[config.mk]
export PLATFORM = sky130hd
export DESIGN_NAME = flag_breathing_pwm
export DESIGN_NICKNAME = d
export VERILOG_FILES = /design/src/rtl/flag_pwm_pkg.sv /design/src/rtl/pwm_tick_counter.sv /design/src/rtl/flag_breathing_pwm.sv
export SDC_FILE = /design/constraint.sdc
export NUM_CORES = 1
export LEC_CHECK = 0
export CAP_MARGIN = 30
export CORE_MARGIN = 8
export CORE_UTILIZATION = 45
export CTS_BUF_LIST = sky130_fd_sc_hd__clkbuf_16
export CTS_CLUSTER_DIAMETER = 80
export DETAILED_ROUTE_END_ITERATION = 8
export PLACE_DENSITY = 0.67
export SLEW_MARGIN = 10
export SYNTH_ARGS = -nofsm -noshare
export SYNTH_HDL_FRONTEND = slang
export SYNTH_SLANG_ARGS = --single-unit
[constraint.sdc]
create_clock -name sys_clk -period 1.9 [get_ports sys_clk]
set_input_delay 0.19 -clock sys_clk [delete_from_list [all_inputs] [get_ports sys_clk]]
set_output_delay 0.19 -clock sys_clk [all_outputs]
set_load 0.03 [all_outputs]
[src/rtl/flag_pwm_pkg.sv]
// Shared definitions for the flag-driven PWM blocks.
//   breath_state_e : 2-bit breathing FSM encoding (UP=0, DOWN=1, HOLD_HI=2, HOLD_LO=3)
//   clog2_w()      : bits needed to hold values 0..value-1 (minimum 1); shared with the divider
package flag_pwm_pkg;

    typedef enum logic [1:0] {
        ST_UP      = 2'd0,
        ST_DOWN    = 2'd1,
        ST_HOLD_HI = 2'd2,
        ST_HOLD_LO = 2'd3
    } breath_state_e;

    // ceil(log2(value)), never less than 1 so a counter always has a bit
    function automatic int unsigned clog2_w(input int unsigned value);
        int unsigned w;
        w = 1;
        while ((64'd1 << w) < 64'(value)) begin
            w = w + 1;
        end
        return w;
    endfunction

endpackage

[src/rtl/pwm_tick_counter.sv]
// PWM period tick counter.
//   sys_clk    in   system clock
//   sys_rst_n  in   asynchronous active-low reset
//   tick       in   count enable (one step per high cycle)
//   tick_cnt   out  position inside the PWM period, 0..PERIOD-1 (registered)
//   wrap_c     out  combinational: this tick ends the period
//   period_end out  registered one-cycle pulse following each wrap
module pwm_tick_counter
    import flag_pwm_pkg::*;
#(
    parameter int unsigned PERIOD = 16,
    localparam int unsigned CNT_W = clog2_w(PERIOD)
) (
    input  logic             sys_clk,
    input  logic             sys_rst_n,
    input  logic             tick,
    output logic [CNT_W-1:0] tick_cnt,
    output logic             wrap_c,
    output logic             period_end
);

    localparam logic [CNT_W-1:0] CNT_LAST = CNT_W'(PERIOD - 1);

    assign wrap_c = tick && (tick_cnt == CNT_LAST);

    // Period position and end-of-period pulse
    always_ff @(posedge sys_clk or negedge sys_rst_n) begin
        if (!sys_rst_n) begin
            tick_cnt   <= '0;
            period_end <= 1'b0;
        end else begin
            period_end <= wrap_c;
            if (tick) begin
                tick_cnt <= wrap_c ? '0 : tick_cnt + CNT_W'(1);
            end
        end
    end

endmodule

[src/rtl/flag_breathing_pwm.sv]
// Breathing PWM driven by the divider's one-cycle flag pulse.
// Duty ramps 0 -> PERIOD -> 0, one step per completed PWM period.
// Optional macro BREATH_HOLD_EN: dwell HOLD_PERIODS periods at peak and trough.
//   sys_clk    in   system clock
//   sys_rst_n  in   asynchronous active-low reset
//   cnt_flag   in   tick enable from the flag divider
//   run_en     in   1 = run; 0 = freeze all state and force pwm_out low
//   pwm_out    out  registered PWM output
//   duty       out  current duty, 0..PERIOD
//   dir_down   out  1 while ramping down or holding high
//   period_end out  one-cycle pulse per completed PWM period
module flag_breathing_pwm
    import flag_pwm_pkg::*;
#(
    parameter int unsigned PERIOD       = 16,
    parameter int unsigned HOLD_PERIODS = 4,
    localparam int unsigned DUTY_W = clog2_w(PERIOD + 1)
) (
    input  logic              sys_clk,
    input  logic              sys_rst_n,
    input  logic              cnt_flag,
    input  logic              run_en,
    output logic              pwm_out,
    output logic [DUTY_W-1:0] duty,
    output logic              dir_down,
    output logic              period_end
);

    localparam int unsigned       CNT_W    = clog2_w(PERIOD);
    localparam logic [DUTY_W-1:0] DUTY_MAX = DUTY_W'(PERIOD);
    localparam logic [DUTY_W-1:0] DUTY_TOP = DUTY_W'(PERIOD - 1);
    localparam logic [DUTY_W-1:0] DUTY_ONE = DUTY_W'(1);

    // Elaboration-time parameter sanity
    if (PERIOD < 2) begin : g_bad_period
        $error("flag_breathing_pwm: PERIOD must be >= 2");
    end
    if (HOLD_PERIODS < 1) begin : g_bad_hold
        $error("flag_breathing_pwm: HOLD_PERIODS must be >= 1");
    end

    logic             tick_c;
    logic             wrap_c;
    logic [CNT_W-1:0] tick_cnt;

    breath_state_e     state_q;
    breath_state_e     state_d;
    logic [DUTY_W-1:0] duty_d;
    logic              pwm_d;
    logic              dir_down_d;

`ifdef BREATH_HOLD_EN
    localparam int unsigned       HOLD_W    = clog2_w(HOLD_PERIODS);
    localparam logic [HOLD_W-1:0] HOLD_LAST = HOLD_W'(HOLD_PERIODS - 1);

    logic [HOLD_W-1:0] hold_cnt_q;
    logic [HOLD_W-1:0] hold_cnt_d;
`endif

    // run_en gates the tick, which freezes the counter, FSM and duty together
    assign tick_c = cnt_flag & run_en;

    pwm_tick_counter #(
        .PERIOD (PERIOD)
    ) u_tick_counter (
        .sys_clk    (sys_clk),
        .sys_rst_n  (sys_rst_n),
        .tick       (tick_c),
        .tick_cnt   (tick_cnt),
        .wrap_c     (wrap_c),
        .period_end (period_end)
    );

    // State, duty and registered outputs
    always_ff @(posedge sys_clk or negedge sys_rst_n) begin
        if (!sys_rst_n) begin
            state_q    <= ST_UP;
            duty       <= '0;
            pwm_out    <= 1'b0;
            dir_down   <= 1'b0;
`ifdef BREATH_HOLD_EN
            hold_cnt_q <= '0;
`endif
        end else begin
            state_q    <= state_d;
            duty       <= duty_d;
            pwm_out    <= pwm_d;
            dir_down   <= dir_down_d;
`ifdef BREATH_HOLD_EN
            hold_cnt_q <= hold_cnt_d;
`endif
        end
    end

    // Breathing FSM: steps only on a period wrap so each period sees one duty
    always_comb begin
        state_d    = state_q;
        duty_d     = duty;
`ifdef BREATH_HOLD_EN
        hold_cnt_d = hold_cnt_q;
`endif

        if (wrap_c) begin
            case (state_q)
                ST_UP: begin
                    if (duty < DUTY_TOP) begin
                        duty_d = duty + DUTY_ONE;
                    end else begin
                        duty_d = DUTY_MAX;
`ifdef BREATH_HOLD_EN
                        state_d    = ST_HOLD_HI;
                        hold_cnt_d = '0;
`else
                        state_d = ST_DOWN;
`endif
                    end
                end
                ST_DOWN: begin
                    if (duty > DUTY_ONE) begin
                        duty_d = duty - DUTY_ONE;
                    end else begin
                        duty_d = '0;
`ifdef BREATH_HOLD_EN
                        state_d    = ST_HOLD_LO;
                        hold_cnt_d = '0;
`else
                        state_d = ST_UP;
`endif
                    end
                end
`ifdef BREATH_HOLD_EN
                ST_HOLD_HI: begin
                    if (hold_cnt_q == HOLD_LAST) begin
                        state_d    = ST_DOWN;
                        hold_cnt_d = '0;
                    end else begin
                        hold_cnt_d = hold_cnt_q + HOLD_W'(1);
                    end
                end
                ST_HOLD_LO: begin
                    if (hold_cnt_q == HOLD_LAST) begin
                        state_d    = ST_UP;
                        hold_cnt_d = '0;
                    end else begin
                        hold_cnt_d = hold_cnt_q + HOLD_W'(1);
                    end
                end
`endif
                default: begin
                    state_d = ST_UP;
                end
            endcase
        end

        // Compare uses the pre-edge count and duty: one clock of latency
        pwm_d      = run_en && (DUTY_W'(tick_cnt) < duty);
        dir_down_d = (state_d == ST_DOWN) || (state_d == ST_HOLD_HI);
    end

endmodule
# Word-level counts from Yosys, hierarchy flattened
# Index checks and enable logic that the tools add are counted.
# totals
reg_bits	14
in_bits	4
out_inout_bits	8
elab_cells	31
# classes
addsub	3
n_lt_le_gt_ge	3
eq_ne	4
muxes	8
bitwise_logic	1
n_reduce_logical	6
# ops
cell	n
$mux 5	2
$pmux 5 s2	1
$mux 2	3
$add 5x1->5 const B	1
$gt 5x1->1 const B	1
$lt 4x5->1	1
$lt 5x4->1 const B	1
$sub 5x1->5 const B	1
$add 4x1->4 const B	1
$eq 2x1->1 const B	2
$eq 4x4->1 const B	1
$mux 4	1
$pmux 2 s2	1
$eq 2x2->1 const B	1
$logic_and 1x1->1	2
$logic_not 2->1	1
$reduce_and 2->1	1
$reduce_bool 2->1	1
$and 1x1->1	1
$logic_or 1x1->1	1

# Longest topological paths before layout
# Gate-level depths: netlist of run 1.
# logic_depth
ltp_word	6
mapped_depth	7
ltp_nobuf	6

# By module
# Synthesis of run 1 repeated with hierarchy kept, for this count alone.
# unflattened
cells_unflattened	91
hier_area_um2	890.9
# by_module_without_submodules
module	n_inst	cells_per_inst	area_each_um2	seq_area_each_um2
flag_breathing_pwm	1	71	678.2	225.2
pwm_tick_counter	1	20	212.7	125.1

# Worst setup path before layout of run 1
# OpenSTA, ideal clock, no wires.
# synth_timing
path_kind	register -> register
startpoint	register duty[1]
endpoint	register duty[0]
setup_time_ns	0.064
t_arrival_ns	1.698
required_ns	1.836
setup_slack_ns	0.137
path_stages_with_launch	7
n_path_buf	0
synth_period_minus_slack_ns	1.763
cell_sequence	dfrtp_1 > inv_1 > ha_1 > o21bai_1 > and3_1 > a2111oi_2 > a21o_1
# synth_via
elab_chain_len	3
elab_cells_between_ends	5
classes_between	order compare (2); mux (3)
# synth_rtl
element	line	rtl
start, declared	flag_breathing_pwm.sv:24	output logic [DUTY_W-1:0] duty,
start signal, assigned	flag_breathing_pwm.sv:86	duty <= duty_d;
$gt 5x1->1 or $lt 5x4->1 (tied branches)	flag_breathing_pwm.sv:119, flag_breathing_pwm.sv:106	
$mux 5 (on tied branches)	flag_breathing_pwm.sv:119, flag_breathing_pwm.sv:106	
$pmux 5 s2 *	flag_breathing_pwm.sv:104	case (state_q)
# Every way passes the cells marked *; elsewhere a longest branch is shown, timed or not.
# A chain may end at the register's enable or synchronous reset.

# Final worst setup path of run 1
# layout_timing
startpoint	register duty[4]
endpoint	output duty[4]
# No word-level cell between the ends.

==> metrics.cfg, run 1 <==
[status]
status=completed

[yosys]
netlist_instances=96
synthAdderAreaFrac=0.0943
synthXorXnorAreaFrac=0.00943
synth_compound_area_frac=0.217
yosysSeqAreaShare=0.377
synth_ff_type=dfrtp_1
synth_area_per_cell_um2=9.67
synth-seq-cells=14
yosys_warnings=0
yosysUniqueCellTypes=38
yosys.area_share.simple=0.197
synth_top_family_by_area=compound AO/OA/AOI/OAI gates
synth_edf_count=0
async_flop_share=1.00
syn_area_um2=928
syn_nets=107
synthMuxAreaShare=0.0229

[grt]
grt_first_pass_wirelength_um=3620
grt_start_max_net_pins=15
globalRouteTotalUtil=0.128
grt_pass1_vias=774
busiest_layer=met2
grtUsageMet3=0.0397
overflow=0
gr-usage-met2=0.197
antenna_found_initial=0
met1_usage=0.163

[power]
p_switching_uw=497
swShare=0.362
p_int_uw=876
pwr-share-comb=0.362
power_density_nw_per_um2=1210
clock_power_share=0.286
p_leak_uw=0.000533
ir_drop_v=0.000749
pwr-share-seq=0.352

[worst_setup_path]
path_max_fanout=10
cpMaxStageDelayCell=clkdlybuf4s50_1
crit_type=reg2out
critPathBufInv=1
worst_ep_arrival_time_ps=1530
crit_family=buffers and inverters
endpoint_kind=primary output
reg2reg_from=duty[0]
rr_worst_depth=5
critPathMaxStageDelay_ps=740
path_cells=clkdlybuf4s50_1
timing.rr.end=duty[1]
start_kind=flop
cp.required_ps=1710
setup.worst_path.start=duty[4]
reg2reg_slack_ps=190

[timing]
rsz0062_at_grt=no
finalHoldViolations=0
finalClockSkew_ps=5.94
setup_viol=0
slew_headroom=0.564
layout_worst_path_cycle_share=0.907
fin_tns_setup_ps=0
period_needed_ps=1720
tightestPinTransition_ps=652
slew_viol_final=0
fmax_mhz=580
holdWs_ps=349

[cts]
cts_buffer_depth=2
cts_resized=0
insertion_delay_ps=240
post_cts_buffers=0
cts_made_buffers=3
cts_root_buf=clkbuf_16
cts_hold_buf=0
path_clk_slew_ps=50
cts_tree=yes
cts_num_sinks=14
h-tree-depth=1

[finish]
diodes=0
fin_nets=122
syn2layout_area_growth_pct=22.2
fillers=185
postLayoutCoreUtil=0.578
drive_gt1_frac=0.118

[drt]
drt_iter0_markers=27
post_drt_wl_per_cell_um=15.1
num_vias=788
finalWirelength_um=2070
dr.pass1.iters=4
route.detailed.drc=0
via_per_inst=5.75
ant_nets=0

[flow_run]
drv_cap=0

[floorplan]
die_h_um=61.4
die_w_um=61.4
start_util=0.473
rows=16
ioPinCount=12
die-area_um2=3770
core_area_um2=1960

[placement]
gp_congestion=0.852
io_buffers=11
dp_hpwl_um=1540

[worst_hold_path]
min_path_type=in2async

[per-layer routing]
metal  part of all wire  vias to the layer above
li1                   -                      381
met1               0.47                      380
met2               0.45                       23
met3              0.063                        4
met4              0.010                        0
met5                  0                        -
[Yosys cell counts (3+ instances only)]
cell       n  share of area
ha_1       7          0.094
nand2_1    5          0.020
a21oi_1    6          0.032
a21o_1     4          0.032
o21ai_0    4          0.022
o21ai_1    3          0.016
buf_6      3          0.036
nand3_1    4          0.022
nor2_1     3          0.012
inv_1      9          0.036
dfrtp_1   14           0.38
nand2b_1   3          0.020
[power by group through the flow]
stage | clock, uW | sequential, uW | combinational, uW
after floorplan | 0 | 509 | 312
after global placement | 0 | 485 | 486
after detailed placement | 0 | 484 | 495
after CTS | 405 | 482 | 498
after global routing | 417 | 501 | 557
final | 393 | 483 | 497
[kinds of logic (layout without fill, tap and decap cells)]
kind of cell	count (synthesis)	in the layout
AND/OR/NAND/NOR	28	28
buffers and inverters	14	28
XOR/XNOR	1	1
multiplexers	2	2
flip-flops	14	14
AO/OA/AOI/OAI	30	30
adder cells (fa/ha/maj)	7	7
[how the worst max path moves through the flow]
stage | end | slack (ps) | cells after the start
CTS | duty[4] | 170 | 1
floorplan | duty[0] | 140 | 6
finish | duty[4] | 180 | 1
detailed placement | dir_down | 150 | 5
global placement | dir_down | 220 | 5
global route | duty[2] | 80 | 5
[cell usage in the layout, fill, tap and decap left out, drive strengths merged, types with 2 or more instances in the layout]
master         count
inv               10
ha                 7
clkbuf             3
nor2               3
o22ai              2
a21o               4
a21oi              6
nor3               3
clkdlybuf4s50     11
a31oi              2
nand2              5
dfrtp             14
o21ai              7
nand3              4
and3               3
a22oi              2
buf                3
nand2b             3
[metrics by stage]
| stage | instance area [um2] | instances | power [uW] | worst slack (ps) |
|---|---|---|---|---|
| after floorplan | 928 | 96 | 821 | 137 |
| after global placement | 1060 | 133 | 970 | 220 |
| after detailed placement | 1060 | 133 | 979 | 149 |
| after CTS | 1130 | 137 | 1390 | 167 |
| after global routing | 1130 | 137 | 1480 | 82.5 |
| final | 1130 | 137 | 1370 | 177 |
[area by class of cell]
cell class                 instances  area [um2]  share of cell area
clock inverter                     1        3.75             0.00331
timing repair buffer              14         133               0.117
sequential                        14         350               0.309
clock buffer                       3        75.1              0.0662
multi-input combinational         68         502               0.442
tap                               27        33.8              0.0298
inverter                          10        37.5              0.0331
[registers in the layout, indices dropped and copies added, names as in the netlist]
register                   count
dir_down                       1
u_tick_counter.tick_cnt        4
state_q                        2
u_tick_counter.period_end      1
duty                           5
pwm_out                        1
(Power assumes the default switching activity.)
==> inputs of run 2 (changes only) <==
ABC_CLOCK_PERIOD_IN_PS = 1900   (was not set)
==> results of run 2 <==
The final DEF is identical to that of run 1; final timing and power are the same.
